File: src/rtl/mdr_write_serializer_pkg.sv
// Shared CPU constants for the memory data register: store formats and
// serializer state encoding, used by both the read and write sides.
package mdr_write_serializer_pkg;

  typedef enum logic [1:0] {
    FMT_BYTE  = 2'b00,
    FMT_WORD  = 2'b01,
    FMT_INSTR = 2'b10,
    FMT_RSVD  = 2'b11
  } fmt_t;

  typedef enum logic [1:0] {
    ST_IDLE = 2'd0,
    ST_SEND = 2'd1,
    ST_DONE = 2'd2
  } state_t;

endpackage

File: src/rtl/mdr_byte_select.sv
// Picks byte number i_idx of a store image and flags whether it is the
// final byte of that format.
module mdr_byte_select
  import mdr_write_serializer_pkg::*;
(
  input  logic [1:0]  i_fmt,
  input  logic [1:0]  i_idx,
  input  logic [14:0] i_data,
  input  logic [3:0]  i_op,
  output logic [7:0]  o_byte,
  output logic        o_last
);

  always_comb begin
    o_byte = 8'h00;
    o_last = 1'b1;
    case (i_fmt)
      FMT_BYTE: begin
        o_byte = i_data[7:0];
        o_last = 1'b1;
      end
      FMT_WORD: begin
        o_byte = (i_idx == 2'd0) ? i_data[7:0] : {1'b0, i_data[14:8]};
        o_last = (i_idx == 2'd1);
      end
      FMT_INSTR: begin
        case (i_idx)
          2'd0:    o_byte = {4'b0000, i_op};
          2'd1:    o_byte = i_data[7:0];
          default: o_byte = {1'b0, i_data[14:8]};
        endcase
        o_last = (i_idx == 2'd2);
      end
      default: begin
        o_byte = 8'h00;
        o_last = 1'b1;
      end
    endcase
  end

endmodule

File: src/rtl/mdr_write_serializer.sv
// Write-side memory data register: latches a byte/word/instruction and
// streams it low byte first to byte-wide memory with incrementing addresses.
module mdr_write_serializer
  import mdr_write_serializer_pkg::*;
#(
  parameter int ADDR_W = 8
) (
  input  logic              clk,
  input  logic              rst,
  input  logic              start,
  input  logic [1:0]        fmt,
  input  logic [14:0]       data_in,
  input  logic [3:0]        op_in,
  input  logic [ADDR_W-1:0] base_addr,
  input  logic              mem_ready,
  output logic              mem_we,
  output logic [ADDR_W-1:0] mem_addr,
  output logic [7:0]        mem_data,
  output logic              busy,
  output logic              done,
  output logic              err
);

  state_t            r_state;
  logic [1:0]        r_fmt;
  logic [1:0]        r_idx;
  logic [14:0]       r_data;
  logic [3:0]        r_op;
  logic              r_mem_we;
  logic [ADDR_W-1:0] r_mem_addr;
  logic [7:0]        r_mem_data;
  logic              r_last;
  logic              r_busy;
  logic              r_done;
  logic              r_err;

  state_t            w_state_nxt;
  logic              w_load;
  logic              w_adv;
  logic [1:0]        w_sel_fmt;
  logic [1:0]        w_sel_idx;
  logic [14:0]       w_sel_data;
  logic [3:0]        w_sel_op;
  logic [7:0]        w_byte;
  logic              w_last;
  logic              w_we_nxt;
  logic [ADDR_W-1:0] w_addr_nxt;
  logic [7:0]        w_data_nxt;
  logic              w_last_nxt;
  logic              w_done_nxt;
  logic              w_err_nxt;

  // Outputs are registered, so the selector always looks one byte ahead:
  // the first byte straight from the inputs, later bytes from the latch.
  always_comb begin
    if (r_state == ST_IDLE) begin
      w_sel_fmt  = fmt;
      w_sel_idx  = 2'd0;
      w_sel_data = data_in;
      w_sel_op   = op_in;
    end else begin
      w_sel_fmt  = r_fmt;
      w_sel_idx  = r_idx + 2'd1;
      w_sel_data = r_data;
      w_sel_op   = r_op;
    end
  end

  mdr_byte_select u_sel (
    .i_fmt  (w_sel_fmt),
    .i_idx  (w_sel_idx),
    .i_data (w_sel_data),
    .i_op   (w_sel_op),
    .o_byte (w_byte),
    .o_last (w_last)
  );

  always_comb begin
    w_state_nxt = r_state;
    w_load      = 1'b0;
    w_adv       = 1'b0;
    w_we_nxt    = r_mem_we;
    w_addr_nxt  = r_mem_addr;
    w_data_nxt  = r_mem_data;
    w_last_nxt  = r_last;
    w_done_nxt  = 1'b0;
    w_err_nxt   = 1'b0;
    case (r_state)
      ST_IDLE: begin
        if (start) begin
          if (fmt == FMT_RSVD) begin
            w_err_nxt = 1'b1;
          end else begin
            w_load      = 1'b1;
            w_state_nxt = ST_SEND;
            w_we_nxt    = 1'b1;
            w_addr_nxt  = base_addr;
            w_data_nxt  = w_byte;
            w_last_nxt  = w_last;
          end
        end
      end
      ST_SEND: begin
        if (mem_ready) begin
          if (r_last) begin
            w_state_nxt = ST_DONE;
            w_we_nxt    = 1'b0;
            w_done_nxt  = 1'b1;
          end else begin
            w_adv      = 1'b1;
            w_addr_nxt = r_mem_addr + ADDR_W'(1);
            w_data_nxt = w_byte;
            w_last_nxt = w_last;
          end
        end
      end
      ST_DONE: w_state_nxt = ST_IDLE;
      default: begin
        w_state_nxt = ST_IDLE;
        w_we_nxt    = 1'b0;
      end
    endcase
  end

  always_ff @(posedge clk or posedge rst) begin
    if (rst) begin
      r_state    <= ST_IDLE;
      r_fmt      <= 2'b00;
      r_idx      <= 2'd0;
      r_data     <= '0;
      r_op       <= '0;
      r_mem_we   <= 1'b0;
      r_mem_addr <= '0;
      r_mem_data <= '0;
      r_last     <= 1'b0;
      r_busy     <= 1'b0;
      r_done     <= 1'b0;
      r_err      <= 1'b0;
    end else begin
      r_state    <= w_state_nxt;
      r_mem_we   <= w_we_nxt;
      r_mem_addr <= w_addr_nxt;
      r_mem_data <= w_data_nxt;
      r_last     <= w_last_nxt;
      r_busy     <= (w_state_nxt != ST_IDLE);
      r_done     <= w_done_nxt;
      r_err      <= w_err_nxt;
      if (w_load) begin
        r_fmt  <= fmt;
        r_data <= data_in;
        r_op   <= op_in;
        r_idx  <= 2'd0;
      end else if (w_adv) begin
        r_idx <= r_idx + 2'd1;
      end
    end
  end

  assign mem_we   = r_mem_we;
  assign mem_addr = r_mem_addr;
  assign mem_data = r_mem_data;
  assign busy     = r_busy;
  assign done     = r_done;
  assign err      = r_err;

endmodule

File: config.mk
export PLATFORM = sky130hd
export DESIGN_NAME = mdr_write_serializer
export DESIGN_NICKNAME = d
export VERILOG_FILES = /design/src/rtl/mdr_write_serializer_pkg.sv /design/src/rtl/mdr_byte_select.sv /design/src/rtl/mdr_write_serializer.sv
export SDC_FILE = /design/constraint.sdc
export NUM_CORES = 1
export LEC_CHECK = 0
export ABC_AREA = 1
export CORE_ASPECT_RATIO = 0.75
export CORE_MARGIN = 2
export CORE_UTILIZATION = 30
export DETAILED_ROUTE_END_ITERATION = 8
export GPL_TIMING_DRIVEN = 0
export PLACE_DENSITY = 0.5
export SLEW_MARGIN = 40
export SYNTH_ARGS = -nofsm -noshare
export SYNTH_HDL_FRONTEND = slang
export SYNTH_SLANG_ARGS = --single-unit
File: constraint.sdc
create_clock -name clk -period 3.7 [get_ports clk]
set_clock_uncertainty 0.2 [all_clocks]
set_input_delay 0.925 -clock clk [delete_from_list [all_inputs] [get_ports clk]]
set_output_delay 0.925 -clock clk [all_outputs]
set_load 0.05 [all_outputs]
==> out/summary.txt <==
status: finished clean
Starting Density: 31.3%
Post-Synthesis Cells: 341
crit-path max FO: 5
layout cell share with drive strength beyond 1: 5.97%
CORE AREA: 7950 sq um
setup violators final: 0
syn nets: 379
leak pwr: 0.00161 uW
cts repair resizes: 0
Yosys top cell by area: dfrtp_1
Worst EP arrival: 1.57 ns
global-route wire length before repair: 11,200 um
clk sinks: 46
DIE WIDTH: 109 um
Place WS: 0.670 ns
top-count cell post-synth: nand2_1
Util after Layout: 41.0%
setup_tns: 0 ns
die area: 9050 sq um
Crit Path Class: flip-flop to primary output
Multi-input gate area: 1090 sq um
# IOs: 53
CTS tree: built
top-area cell type share of the netlist area: 46.3%
initial antenna violation count: 0
fin crit share: 72.8%
post-synthesis register bit count: 46
Crit-path slowest cell: clkdlybuf4s50_1
Req. time, crit path: 2.57 ns
average routed wire per standard cell: 13.1 um
Residual DRC: 0
RSZ-0062 raised after global routing: false
filler instances: 824
Post-Syn Area per Cell: 7.30 sq um
sequential fraction of the synthesis area: 46.3%
Die Y: 82.9 um
Area Growth Syn to Fin: 31.1%
Worst setup EP type: primary output
NumNets Final: 439
Worst VDD drop: 0.000377 V
min Tclk post-route: 2.69 ns
Routed WL: 6660 um
IO buf count: 52
max cap viols: 0
Iter 0 DRT Violations: 95
clock-pin transition on the worst setup and hold timing paths: 0.10 ns
final setup margin: 1.01 ns
largest net degree at the start of global routing: 33
Synth Cell Area: 2490 sq um
family with the most delay on the worst path: buffers and inverters
CP bufs+invs: 1
total setup buffers inserted after CTS: 0
worst slew pin tran: 0.516 ns
post-placement cell area: 3160 sq um
PwrDens: 912 nW/um^2
warnings from Yosys: 0
Max Slew Vio Count: 0
total track usage: 15.6%
post-route antenna net violation count: 0
total gr overflow: 0
Peak Freq: 0.371 GHz
Final Wtd Congestion: 0.823
total power: 2970 uW
Commonest cells post-synth: nand2_1, o21ai_0, dfrtp_1
Diodes inserted: 0
fin area: 3260 sq um
Unique masters post-synth: 21
CTS H-tree lvls: 2
Fin. Hold Viols: 0
min-delay worst type: flip-flop to flip-flop
top area cells in the synthesized netlist: dfrtp_1, nand2_1, o21ai_0
floorplan row count: 28
crit-path cells: clkdlybuf4s50_1
slowest stage delay, CP: 0.83 ns
vias per cell: 4.56
Register Area: 1150 sq um
CTS max path bufs: 2
number of global-route vias before repair: 2,229
prevailing post-synth register cell: dfrtp_1
cts bufs inserted: 5
First-pass DRT Iterations: 5
root buffer cell: clkbuf_8
Async S/R FF share, synth: 100%
via count: 2,314
kind of launch point of the worst setup path: flip-flop
slew margin rel.: 65.5%
Post-synth EDFFs: 0
DP HPWL: 4880 um
Worst-Skew Late Latency: 0.31 ns
hold_buf cts: 0
==> cell families after synthesis <==
| kind of cell | after synthesis | synth area share (%) |
|---|---|---|
| AND/OR/NAND/NOR | 163 | 26.7 |
| buffers and inverters | 59 | 10.1 |
| adder cells (fa/ha/maj) | 5 | 2.51 |
| flip-flops | 46 | 46.3 |
| AO/OA/AOI/OAI | 68 | 14.4 |
==> cell type report <==
type	instances	area share (%)
multi-input combinational	236	33.3
inverter	45	5.33
clock buffer	6	2.53
clock inverter	2	0.499
timing repair buffer	53	16.6
buffer	14	2.45
tap	105	4.03
sequential	46	35.3
==> stage by stage <==
stage          std cells  hold slack [ns]
3_5_place_dp         499            0.268
4_1_cts              507            0.294
3_3_place_gp         498            0.267
6_report             507            0.288
5_1_grt              507            0.319
2_1_floorplan        341            0.248
==> state kept, by name (all words and copies together), names as in the netlist <==
signal / cells
r_data: 15
mem_addr: 8
mem_data: 8
r_op: 4
r_fmt: 2
r_idx: 2
r_state: 2
busy: 1
done: 1
err: 1
mem_we: 1
r_last: 1
==> routing by layer <==
layer  track usage (%)  up-vias  routed length (um)
met2              23.7       57                2840
met1              22.3     1054                3350
met3              3.85        6                 424
li1                  -     1197                   -
met5                 0        -                   0
met4              3.80        0                  55
==> power by group <==
group	internal (uW)	switching (uW)
sequential	729	148
combinational	577	1170
clock	154	193
total	1460	1510
==> placed cells by master (no fill, tap or decap) <==
cell	instances
inv_1	43
buf_12	1
nand2_1	114
inv_4	2
ha_1	5
a21oi_1	14
nor3_1	1
o21bai_1	1
nand3_1	23
o21ai_0	49
o21ai_4	1
clkbuf_8	6
clkinvlp_4	1
dfrtp_1	46
clkdlybuf4s50_1	52
buf_6	2
nor2_1	20
clkbuf_1	4
o22ai_1	2
nor2_4	2
a31oi_1	1
nor3b_1	1
nand4_1	2
buf_2	7
buf_4	1
inv_6	1
==> path summary, 6_finish.rpt <==
kind / slack, ns / cells after the start / to / start
max in group asynchronous: 2.18 / 3 / mem_addr[1] / rst
min in group asynchronous: 0.68 / 2 / mem_data[3] / rst
hold / removal: 0.29 / 2 / mem_data[0] / mem_data[0]
setup / recovery: 1.01 / 1 / mem_addr[2] / mem_addr[2]
setup reg to reg: 1.07 / 13 / mem_data[2] / r_state[0]
hold reg to reg: 0.29 / 2 / mem_data[0] / mem_data[0]
No activity file was read; power rests on OpenSTA's default activity.
==> RTL edit 1 (config.mk and constraints unchanged) <==
Make the reset (`rst`) synchronous in one clocked block.
--- a/src/rtl/mdr_write_serializer.sv
+++ b/src/rtl/mdr_write_serializer.sv
@@ -122,7 +122,7 @@
     endcase
   end
 
-  always_ff @(posedge clk or posedge rst) begin
+  always_ff @(posedge clk) begin
     if (rst) begin
       r_state    <= ST_IDLE;
       r_fmt      <= 2'b00;
Function: differs if rst is asserted again (counterexample within 4 cycles, from zero or initial values and one cycle with rst high); with rst held inactive, the same outputs for 10 cycles.
==> RTL edit 1 against the unedited design <==
Via count is 1.0% higher. Wire length shrank 4.7%. Global-route usage down 0.26 points. Setup slack worse by 220 ps. Sequential cell count stayed put. Critical path type is now in2reg. Synthesized area fell by 4.7%. Final cell count rose by 0.59%. Cell area fell by 4.4%.
Power is not compared: it rests on default switching activity, and its combinational part moved more than twofold at a synthesized area within 25%.
==> RTL edit 1: results (changes against the unedited design) <==
Parameter                              Value

Run status
  Outcome    complete, no violations (unchanged)

Route
  Average detailed-routed wire length per instance    12.45 um (was 13.14 um)
  Length of routed wiring on met1    3480 um (was 3345 um)
  Met2 WL    2529 um (was 2837 um)
  Initial DRC count    93 (was 95)
  Length of the first detailed-routing pass in iterations    4 (was 5)
  Metal3 WL    300 um (was 424 um)
  Via count normalized by instance count    4.584 (was 4.564)

Critical path
  Setup crit start    fmt[1] (was mem_addr[2])
  Destination of the critical timing path    mem_data[3] (was mem_addr[2])
  Origin of the critical flop-to-flop path    r_state[0] (unchanged)
  Maximum net fanout on the critical path    8 (was 5)
  Arrival time at the worst endpoint    2890 ps (was 1570 ps)
  Setup slack, reg-to-reg    1140 ps (was 1070 ps)
  Max incr delay on CP    450 ps (was 830 ps)
  Kind of cell with the highest combined delay on the critical path    simple AND/OR/NAND/NOR gates (was buffers and inverters)

Clock tree
  Skew-Pair Late Insertion Delay    around 300 ps

Final layout
  Count of filler cells inserted in the layout    849 (was 824)
  Ratio of cells with drive above 1 in the final layout    0.08148 (was 0.05970)
  Total number of nets in the final design    442 (was 439)

Placement
  Placer Congestion    0.8024 (was 0.8230)
  Port buffer count    52 (unchanged)
  HPWL Detailed    4737 um (was 4884 um)

Pwr
  Leakage    1.280 nW
  Net switching fraction of the power    0.3560

Global route
  First-pass GRT wire length    10410 um (was 11160 um)
  Overall fraction of global-route tracks in use    0.1538 (was 0.1563)
  Via count of the first global-routing pass    2111 (was 2229)
  Largest net degree at the start of global routing    15 (was 33)

Hold path
  Hold path endpoint    r_data[10] (was mem_data[0])
  Source of the worst hold timing path    r_data[10] (was mem_data[0])

Logic synthesis
  Post-synth top flop    sky130_fd_sc_hd__dfxtp_1 (was sky130_fd_sc_hd__dfrtp_1)
  Leading post-synthesis cells by instance count    sky130_fd_sc_hd__nand2_1 (81), sky130_fd_sc_hd__dfxtp_1 (46), sky130_fd_sc_hd__o21ai_0 (42) (was sky130_fd_sc_hd__nand2_1 (114), sky130_fd_sc_hd__o21ai_0 (49), sky130_fd_sc_hd__dfrtp_1 (46))
  Largest cells by area after synthesis    sky130_fd_sc_hd__dfxtp_1 (39%), sky130_fd_sc_hd__nand2_1 (13%), sky130_fd_sc_hd__o21ai_0 (8.9%), sky130_fd_sc_hd__a21oi_1 (8.0%), sky130_fd_sc_hd__inv_1 (6.3%) (was sky130_fd_sc_hd__dfrtp_1 (46%), sky130_fd_sc_hd__nand2_1 (17%), sky130_fd_sc_hd__o21ai_0 (9.9%), sky130_fd_sc_hd__inv_1 (6.6%), sky130_fd_sc_hd__nand3_1 (4.6%))
  Number of distinct library cells after synthesis    33 (was 21)
  Yosys warns    0 (unchanged)
  Sequential area share after synthesis    0.3884 (was 0.4625)
  Syn nets    383 (was 379)
  Async S/R FF share, synth    0 (was 1.000)

Timing
  Slew at the pin closest to its max-slew limit    554.4 ps (was 516.1 ps)
RTL edit 1: cell types whose count changed in the layout (fill, tap and decap cells not counted), sizes merged, moves of 9 or more:
| cell | before | now |
|---|---|---|
| dfrtp | 46 | 0 |
| dfxtp | 0 | 46 |
| nand2 | 114 | 86 |
| a21oi | 14 | 39 |
| nor2 | 22 | 35 |
| nand3 | 23 | 14 |
RTL edit 1: cell families after synthesis:
logic type | Yosys count | share of synthesized area
buffers and inverters | 57 | 0.1029
and+or+nand+nor | 142 | 0.2639
adders and majority gates | 5 | 0.02639
AOI/OAI and AO/OA | 95 | 0.2185
DFF | 46 | 0.3884
RTL edit 1: layout make-up:
class                           count  area [um2]  area share
Buffer                             15       85.08     0.02729
Multi-Input combinational cell    242        1206      0.3868
Timing Repair Buffer               52       520.5      0.1669
Tap cell                          105       131.4     0.04213
Sequential cell                    46       920.9      0.2953
Clock buffer                        6       82.58     0.02648
Inverter                           42       158.9     0.05096
Clock inverter                      2       12.51    0.004013
RTL edit 1: stage by stage:
| stage | power (mW) | cells | hold WS (ps) | cell area, um2 | setup WS (ps) |
|---|---|---|---|---|---|
| after global routing | 1.379 | 510 | 266.9 | 3118 | 548.7 |
| after global placement | 0.9788 | 502 | 234.9 | 3023 | 449.7 |
| after detailed placement | 0.9810 | 502 | 240.3 | 3023 | 439.2 |
| final | 1.300 | 510 | 252.5 | 3118 | 790.4 |
| after CTS | 1.314 | 510 | 254.1 | 3118 | 759.8 |
| after floorplan | 0.8418 | 345 | 224.5 | 2371 | 1364 |
RTL edit 1: layer usage:
metal / global-route usage / up-vias
met2: 0.2229 / 57
met1: 0.2322 / 1036
met3: 0.03451 / 5
met4: 0.02987 / 0
li1: - / 1240
met5: 0 / -
==> RTL edit 2 (same settings) <==
Without the edit above. `ADDR_W`: 8 -> 9.
--- a/src/rtl/mdr_write_serializer.sv
+++ b/src/rtl/mdr_write_serializer.sv
@@ -3,7 +3,7 @@
 module mdr_write_serializer
   import mdr_write_serializer_pkg::*;
 #(
-  parameter int ADDR_W = 8
+  parameter int ADDR_W = 9
 ) (
   input  logic              clk,
   input  logic              rst,
Ports: changed (resized base_addr and mem_addr); port bits go from 53 to 55. No check against the original RTL was run, so the function may have changed too.
==> RTL edit 2 against the unedited design <==
Sequential cell count up 1. Critical path depth up 10. Wire length up 5.3%. Register-to-register slack better by 60 ps. Setup slack worse by 150 ps. Synthesized area up 3.4%. Cell area up 4.7%. Total power up 2.4%. Synthesized cell count up 4.4%. Critical path type is now in2reg. Largest power group unchanged.
==> RTL edit 2: results (changes against the unedited design) <==
Parameter                              Value

Final layout
  Total number of nets in the final design    457 (was 439)
  Ratio of cells with drive above 1 in the final layout    0.05967 (was 0.05970)
  Post-route insts no fill    527 (was 507)

Hold path
  Hold path endpoint    r_data[10] (was mem_data[0])
  Source of the worst hold timing path    r_data[10] (was mem_data[0])

Run status
  Outcome    complete, no violations (unchanged)

Critical path
  Max incr delay on CP    440 ps (was 830 ps)
  Maximum net fanout on the critical path    7 (was 5)
  Startpoint kind of the worst setup timing path    input pin (was flop)
  Worst Setup End Kind    flop (was primary output)
  Setup slack, reg-to-reg    1130 ps (was 1070 ps)
  Arrival time at the worst endpoint    2820 ps (was 1570 ps)
  Depth of the most critical reg-to-reg path    12 (was 13)
  Worst reg2reg endpoint    mem_data[3] (was mem_data[2])
  Setup crit start    fmt[0] (was mem_addr[2])

Route
  Initial DRC count    112 (was 95)

Logic synthesis
  Number of distinct library cells after synthesis    25 (was 21)
  Leading post-synthesis cells by instance count    sky130_fd_sc_hd__nand2_1 (118), sky130_fd_sc_hd__o21ai_0 (56), sky130_fd_sc_hd__inv_1 (50) (was sky130_fd_sc_hd__nand2_1 (114), sky130_fd_sc_hd__o21ai_0 (49), sky130_fd_sc_hd__dfrtp_1 (46))
  Sequential area share after synthesis    0.4572 (was 0.4625)
  Post-Syn Area per Cell    7.226 um2 (was 7.298 um2)
  Largest cells by area after synthesis    sky130_fd_sc_hd__dfrtp_1 (46%), sky130_fd_sc_hd__nand2_1 (17%), sky130_fd_sc_hd__o21ai_0 (11%), sky130_fd_sc_hd__inv_1 (7.3%), sky130_fd_sc_hd__nand3_1 (5.3%) (was sky130_fd_sc_hd__dfrtp_1 (46%), sky130_fd_sc_hd__nand2_1 (17%), sky130_fd_sc_hd__o21ai_0 (9.9%), sky130_fd_sc_hd__inv_1 (6.6%), sky130_fd_sc_hd__nand3_1 (4.6%))
  Syn nets    395 (was 379)

Clock tree
  Skew-Pair Late Insertion Delay    290 ps (was 310 ps)
  Total of hold buffers inserted after clock tree synthesis    0 (unchanged)

Global route
  Via count of the first global-routing pass    2346 (was 2229)
  Largest net degree at the start of global routing    32 (was 33)
  Overall fraction of global-route tracks in use    0.1563 (about the same)
  First-pass GRT wire length    11700 um (was 11160 um)

Placement
  Post-Place Cell Area    3271 um2 (was 3163 um2)
  Number of placed instances, taps included    519 (was 499)
  Setup WS pre-CTS    541.8 ps (was 669.6 ps)
  Placer Congestion    0.8570 (was 0.8230)
  Port buffer count    54 (was 52)

Timing
  Slew at the pin closest to its max-slew limit    520.7 ps (was 516.1 ps)
  Hold Worst Slack    290.0 ps (was 288.2 ps)
  Share of the clock period used by the worst path after layout    0.7680 (was 0.7279)

Pwr
  Power Total    3.046 mW (was 2.974 mW)
  Sequential power share    0.291 (was 0.295)
  Part of the total power dissipated in the clock network    0.149 (was 0.117)
  Leakage    1.681 nW (was 1.605 nW)
  Peak supply drop    0.3865 mV (was 0.3770 mV)
[RTL edit 2: cell families after synthesis]
group / share of synthesized area
compound gates: 0.1396
xor+xnor: 0.003405
flops: 0.4572
fa+ha+maj: 0.02432
buf+inv: 0.09922
simple gates: 0.2763
[RTL edit 2: area by class of cell]
type	count	area, um2	area share
Sequential cell	47	1176	0.3443
Multi-Input combinational cell	245	1141	0.3341
Clock inverter	3	20.02	0.005861
Buffer	13	63.81	0.01868
Tap cell	108	135.1	0.03956
Inverter	51	193.9	0.05678
Clock buffer	5	125.1	0.03663
Timing Repair Buffer	55	560.5	0.1641
[RTL edit 2: per-layer routing]
layer,routed length [um],track usage,vias to the layer above,part of all wire
li1,-,-,1253,-
met1,3647,0.2220,1139,0.52
met2,2979,0.2471,58,0.42
met3,332,0.03466,6,0.047
met4,55,0.03409,0,0.0078
met5,0,0,-,0
